### src/rtl/main_alu_pkg.sv
// ============================================================================
//  Module      : main_alu_pkg
//  Description : Shared FSM encodings, in_sel bit positions and out_sel
//                one-hot opcodes for the registered ALU.
//  Revision    : 1.0 - initial release
// ============================================================================
`default_nettype none

package main_alu_pkg;

    typedef logic [1:0] state_t;

    localparam state_t c_st_off     = 2'b00;
    localparam state_t c_st_clear   = 2'b01;
    localparam state_t c_st_load    = 2'b10;
    localparam state_t c_st_persist = 2'b11;

    localparam int c_in_sel_rst     = 0;
    localparam int c_in_sel_load    = 1;
    localparam int c_in_sel_persist = 2;

    localparam logic [6:0] c_op_add = 7'b1000000;
    localparam logic [6:0] c_op_sub = 7'b0100000;
    localparam logic [6:0] c_op_and = 7'b0010000;
    localparam logic [6:0] c_op_or  = 7'b0001000;
    localparam logic [6:0] c_op_xor = 7'b0000100;
    localparam logic [6:0] c_op_not = 7'b0000010;
    localparam logic [6:0] c_op_shl = 7'b0000001;

endpackage

`default_nettype wire

### src/rtl/main_alu_core.sv
// ============================================================================
//  Module      : alu_core
//  Description : Combinational one-hot op decode; zero or multi-hot selects
//                yield zero.
//  Revision    : 1.0 - initial release
// ============================================================================
`default_nettype none

module alu_core
    import main_alu_pkg::*;
#(
    parameter int W = 8
) (
    input  logic [W-1:0] a,
    input  logic [W-1:0] b,
    input  logic [6:0]   op_sel,
    output logic [W-1:0] result
);

    always_comb begin
        result = '0;
        case (op_sel)
            c_op_add: result = a + b;
            c_op_sub: result = a - b;
            c_op_and: result = a & b;
            c_op_or:  result = a | b;
            c_op_xor: result = a ^ b;
            c_op_not: result = ~a;
            c_op_shl: result = {a[W-2:0], 1'b0};
            default:  result = '0;
        endcase
    end

endmodule

`default_nettype wire

### src/rtl/main_alu.sv
// ============================================================================
//  Module      : main_alu
//  Description : Registered W-bit ALU with a 2-bit operand-control FSM.
//  Revision    : 1.0 - initial release
// ============================================================================
`default_nettype none

module main_alu
    import main_alu_pkg::*;
#(
    parameter int W = 8
) (
    input  logic         clk,
    input  logic         rst,
    input  logic         on,
    input  logic [2:0]   in_sel,
    input  logic [W-1:0] num1,
    input  logic [W-1:0] num2,
    output logic [W-1:0] final1,
    output logic [W-1:0] final2,
    input  logic [6:0]   out_sel,
    output logic [W-1:0] out,
    output logic [1:0]   currState,
    output logic [1:0]   nextState
);

    state_t       r_state;
    state_t       w_next;
    logic [W-1:0] r_final1;
    logic [W-1:0] r_final2;
    logic [W-1:0] r_out;
    logic [W-1:0] w_result;

    // Reset outranks load, load outranks persist; idle in_sel leaves OFF via CLEAR.
    always_comb begin
        w_next = r_state;
        if (!on) begin
            w_next = c_st_off;
        end else if (in_sel[c_in_sel_rst]) begin
            w_next = c_st_clear;
        end else if (in_sel[c_in_sel_load]) begin
            w_next = c_st_load;
        end else if (in_sel[c_in_sel_persist]) begin
            w_next = c_st_persist;
        end else if (r_state == c_st_off) begin
            w_next = c_st_clear;
        end
    end

    alu_core #(
        .W (W)
    ) u_alu_core (
        .a      (r_final1),
        .b      (r_final2),
        .op_sel (out_sel),
        .result (w_result)
    );

    always_ff @(posedge clk or negedge rst) begin
        if (!rst) begin
            r_state  <= c_st_off;
            r_final1 <= '0;
            r_final2 <= '0;
            r_out    <= '0;
        end else begin
            r_state <= w_next;
            case (w_next)
                c_st_clear: begin
                    r_final1 <= '0;
                    r_final2 <= '0;
                end
                c_st_load: begin
                    r_final1 <= num1;
                    r_final2 <= num2;
                end
                default: begin
                    r_final1 <= r_final1;
                    r_final2 <= r_final2;
                end
            endcase
            // Result uses the operands held before this edge.
            if (r_state == c_st_off || w_next == c_st_off) begin
                r_out <= '0;
            end else begin
                r_out <= w_result;
            end
        end
    end

    assign final1    = r_final1;
    assign final2    = r_final2;
    assign out       = r_out;
    assign currState = r_state;
    assign nextState = w_next;

endmodule

`default_nettype wire

### config.mk
export PLATFORM = sky130hd
export DESIGN_NAME = main_alu
export DESIGN_NICKNAME = d
export VERILOG_FILES = /design/src/rtl/main_alu_pkg.sv /design/src/rtl/main_alu_core.sv /design/src/rtl/main_alu.sv
export SDC_FILE = /design/constraint.sdc
export NUM_CORES = 1
export LEC_CHECK = 0
export ABC_AREA = 1
export CAP_MARGIN = 5
export CORE_MARGIN = 2
export CORE_UTILIZATION = 38
export CTS_CLUSTER_DIAMETER = 40
export CTS_CLUSTER_SIZE = 28
export DETAILED_ROUTE_END_ITERATION = 16
export RECOVER_POWER = 25
export REMOVE_ABC_BUFFERS = 1
export SYNTH_ARGS = -nofsm -noshare
export SYNTH_HDL_FRONTEND = slang
export SYNTH_HIERARCHICAL = 1
export SYNTH_SLANG_ARGS = --single-unit
### constraint.sdc
create_clock -name clk -period 4.4 [get_ports clk]
set_input_delay 1.32 -clock clk [delete_from_list [all_inputs] [get_ports clk]]
set_output_delay 1.32 -clock clk [all_outputs]
set_load 0.03 [all_outputs]
======== Word-level counts from Yosys, hierarchy flattened ========
Index checks and enable logic that the tools add are counted.
storage, ports and cells
  flip-flop bits (word level) ............. 26
  output and inout bits ................... 28
  word-level logic and storage cells ...... 32
  input bits .............................. 29
operators by class
  mux-type cells .......................... 9
  add/sub/neg operators ................... 2
  equality and inequality tests ........... 9
  bitwise logic cells ..................... 4
  reduce and logical (&&, ||, !) cells .... 4
operators by type and width
  operator            number
  $pmux 8 s7          1
  $pmux 8 s2          2
  $mux 2              5
  $add 8x8->8         1
  $and 8x8->8         1
  $mux 8              1
  $not 8->8           1
  $or 8x8->8          1
  $sub 8x8->8         1
  $xor 8x8->8         1
  $eq 7x1->1 const B  1
  $eq 7x2->1 const B  1
  $eq 7x3->1 const B  1
  $eq 7x4->1 const B  1
  $eq 7x5->1 const B  1
  $eq 7x6->1 const B  1
  $eq 7x7->1 const B  1
  $logic_not 2->1     2
  $eq 2x1->1 const B  1
  $eq 2x2->1 const B  1
  $reduce_bool 2->1   1
  $logic_or 1x1->1    1

======== Logic depth before layout (Yosys ltp) ========
  depth in word-level cells ............... 9
  depth in mapped cells ................... 18
  depth with buffers taken out ............ 18

======== Modules after synthesis ========
Netlist, hierarchy kept.
modules (own cells, without submodules)
  module    area each (um^2)  instances  sequential area each (um^2)  cells each
  alu_core  1248.7            1          0.0                          213
  main_alu  1163.6            1          650.6                        113

======== Worst setup path before layout ========
Ideal clock, no wire load.
  path type ............................... input to output
  from .................................... in on
  to ...................................... out nextState[1]
  arrival time ............................ 2.133 ns
  required time ........................... 3.080 ns
  slack ................................... 0.947 ns
  stages on the path ...................... 2
  cells stage by stage .................... inv_1 -> nor3_1
on the way
  cells in the longest elaborated chain, start to end .. 1
RTL lines
  item             line            text
  start, declared  main_alu.sv:15  input logic on,
  $mux 2           main_alu.sv:37  if (!on) begin
  end, declared    main_alu.sv:24  output logic [1:0] nextState
Every way passes these cells.

======== Worst setup path in the final report ========
Ends and elaborated chain as after synthesis.

==> flow_summary.json <==
{
  "outcome": "completed",
  "post-dp-hpwl_mm": 4.478,
  "area_grow_syn2layout_pct": 26.87,
  "floorplan.die.height_um": 83.68,
  "critPathRequiredTime_ns": 3.08,
  "worst_path_dominant_cell_family": "buffers and inverters",
  "die_area_mm2": 0.007002,
  "setup.worst_path.start_class": "input port",
  "synth_seq_area_share": 0.2697,
  "final_hold_viol_count": 0,
  "final_wirelength_mm": 5.533,
  "detail-route-antenna-nets": 0,
  "worst_pin_slew_ns": 1.404,
  "floorplan.initialDensity": 0.3865,
  "number_of_global_route_vias_before_repair": 2092,
  "fin_setup_tns_ns": 0,
  "finalClockSkew_ns": 0.005073,
  "groute.usage.overall": 0.1702,
  "proportion_of_register_bits_with_asynchronous_set_or_reset_after_synthesis": 1.000,
  "clock_sink_count": 26,
  "netlist_area_mm2": 0.002412,
  "mostFrequentLayoutCells": "nand2_1 (67), clkdlybuf4s50_1 (55), inv_1 (43)",
  "hp-start": "final2[1]",
  "worstSetupStartpoint": "on",
  "yosys_warnings": 6,
  "synth_edf_count": 0,
  "cts_inserted_buffers": 3,
  "leakagePower_nw": 1.469,
  "cp_common_cell": "clkdlybuf4s50_1",
  "worst-path-max-fanout": 3,
  "detailroute.via_count": 2174,
  "ctsHoldBuffers": 0,
  "ios": 57,
  "synth.avg_cell_area_um2": 7.400,
  "post-route-period-util": 0.9601,
  "grt_pass1_wl_mm": 9.763,
  "final-seq-area_um2": 650.6,
  "worst_setup_hold_path_clk_slew_ns": 0.10,
  "wl_per_cell_um": 12.08,
  "setup_violations": 0,
  "fin_nets": 438,
  "num_rows": 29,
  "die_width_um": 83.68,
  "multi_input_area_mm2": 0.001468,
  "setup.worst_path.class": "in -> out",
  "tritoncts": "done",
  "regToRegStartpoint": "final2[0]",
  "diodes": 0,
  "post-cts-setup-buffer-count": 0,
  "path_buf_inv": 3,
  "htree_levels": 1,
  "cp-end-kind": "output pin",
  "cts-root-to-sink-buffers": 2,
  "ir_drop_uv": 123.0,
  "final_util": 0.4904,
  "globalplace.congestion": 0.8599,
  "port_buffers": 56,
  "rsz_0062_raised_after_global_routing": "false",
  "grt_start_max_net_pins": 27,
  "pre_antenna_drt_iters": 4,
  "yosys_most_used_dff": "dfrtp_1",
  "drc": 0,
  "mostFrequentLayoutCell": "nand2_1",
  "synthCells": 326,
  "slew_violations": 0,
  "max-slew-margin-rel": 0.06426,
  "number_of_flip_flops_and_latches_in_the_synthesized_netlist": 26,
  "crit_slowest_cell": "clkdlybuf4s50_1",
  "synth.distinct_cells": 30,
  "period_needed_ns": 4.224,
  "ctsRootBufferMaster": "clkbuf_8",
  "via_per_inst": 4.747,
  "drt_iter0_drc": 101,
  "max-cap-violations": 0,
  "clock_insertion_delay_worst_skew_ns": 0.28,
  "cpPeakStageDelay_ns": 0.73,
  "maximum_clock_rate_ghz": 0.2367,
  "powerDensity_mw_per_mm2": 252.7,
  "totalPowerFinal_w": 0.0007733,
  "n_fill_cell": 638,
  "worst_hold_path_type": "reg -> reg",
  "antenna_found_initial": 0,
  "core_area_mm2": 0.006241,
  "post_route_cells_drive_above_1_share": 0.1391,
  "timing.critical_path.cells": "clkdlybuf4s50_1, inv_1, nor3_1, clkdlybuf4s50_1",
  "cts_resized": 0,
  "grt_overflow_total": 0,
  "timing.critical_path.arrival_ns": 2.90
}
==> worst paths after layout <==
check,to,slack [ns],depth (start not counted)
worst max-delay path,nextState[1],0.18,4
worst max register to register,out[3],1.91,11
worst min-delay path,final2[1],0.58,2
worst min register to register,final2[1],0.58,2
min in group asynchronous,out[4],1.87,2
max in group asynchronous,final1[6],1.70,2
==> state kept, by name, summed over array words and instances (netlist names) <==
register / cells
final1: 8
final2: 8
out: 8
currState: 2
==> where the power goes <==
part,leakage (nW),switching (W),internal [W]
Sequential,0.357,0.0000172,0.000249
Clock,0.0357,0.0000856,0.000122
Combinational,1.08,0.000179,0.000120
==> synthesized netlist by cell type (3+ instances only) <==
cell | instances | area [um2]
nor3_1 | 4 | 20.02
xor2_1 | 6 | 52.55
or2_2 | 3 | 18.77
inv_2 | 10 | 37.54
o21ai_1 | 9 | 45.04
ha_1 | 26 | 325.3
nand2_1 | 67 | 251.5
dfrtp_1 | 26 | 650.6
inv_1 | 43 | 161.4
nor2_1 | 37 | 138.9
nand3_1 | 34 | 170.2
nand3b_1 | 5 | 37.54
nand3_2 | 10 | 100.1
nor3_4 | 4 | 65.06
a21oi_1 | 7 | 35.03
nand2_2 | 16 | 100.1
==> worst register-to-register path, delay by kind of cell, from the launching register on <==
| kind | cells | cell delay (ns) |
|---|---|---|
| adder cells (fa/ha/maj) | 2 | 0.62 |
| AO/OA/AOI/OAI | 1 | 0.42 |
| flip-flops | 1 | 0.51 |
| buffers and inverters | 2 | 0.17 |
| AND/OR/NAND/NOR | 6 | 0.66 |
==> stage by stage <==
step                      cell area (um2)  cells  hold slack (ns)  setup slack, ns
final                                3060    458           0.5750           0.1755
after global routing                 3060    458           0.6181          0.07234
after CTS                            3064    458           0.5818           0.1560
after detailed placement             2993    454           0.5545           0.1560
after global placement               2993    454           0.5500           0.1822
after floorplan                      2328    320           0.7061           0.9467
==> area by class of cell <==
class                      count  area share
clock buffer                   3     0.01349
multi-input combinational    240      0.4796
inverter                      54     0.06868
sequential                    26      0.2126
clock inverter                 1    0.009812
tap                           77     0.03148
timing repair buffer          57      0.1844
==> metal layers <==
metal	up-vias	track usage	part of all wire
met5	-	0	0
met4	0	0.04106	0.011
li1	1144	-	-
met3	6	0.02275	0.035
met2	47	0.2669	0.45
met1	977	0.2480	0.50
==> cells by family after synthesis <==
group	share of synthesized area
and+or+nand+nor	0.3895
buffers and inverters	0.1219
adders and majority gates	0.1432
DFF	0.2697
AOI/OAI and AO/OA	0.05394
xor gates and xnor gates	0.02178
(Power assumes the default switching activity.)
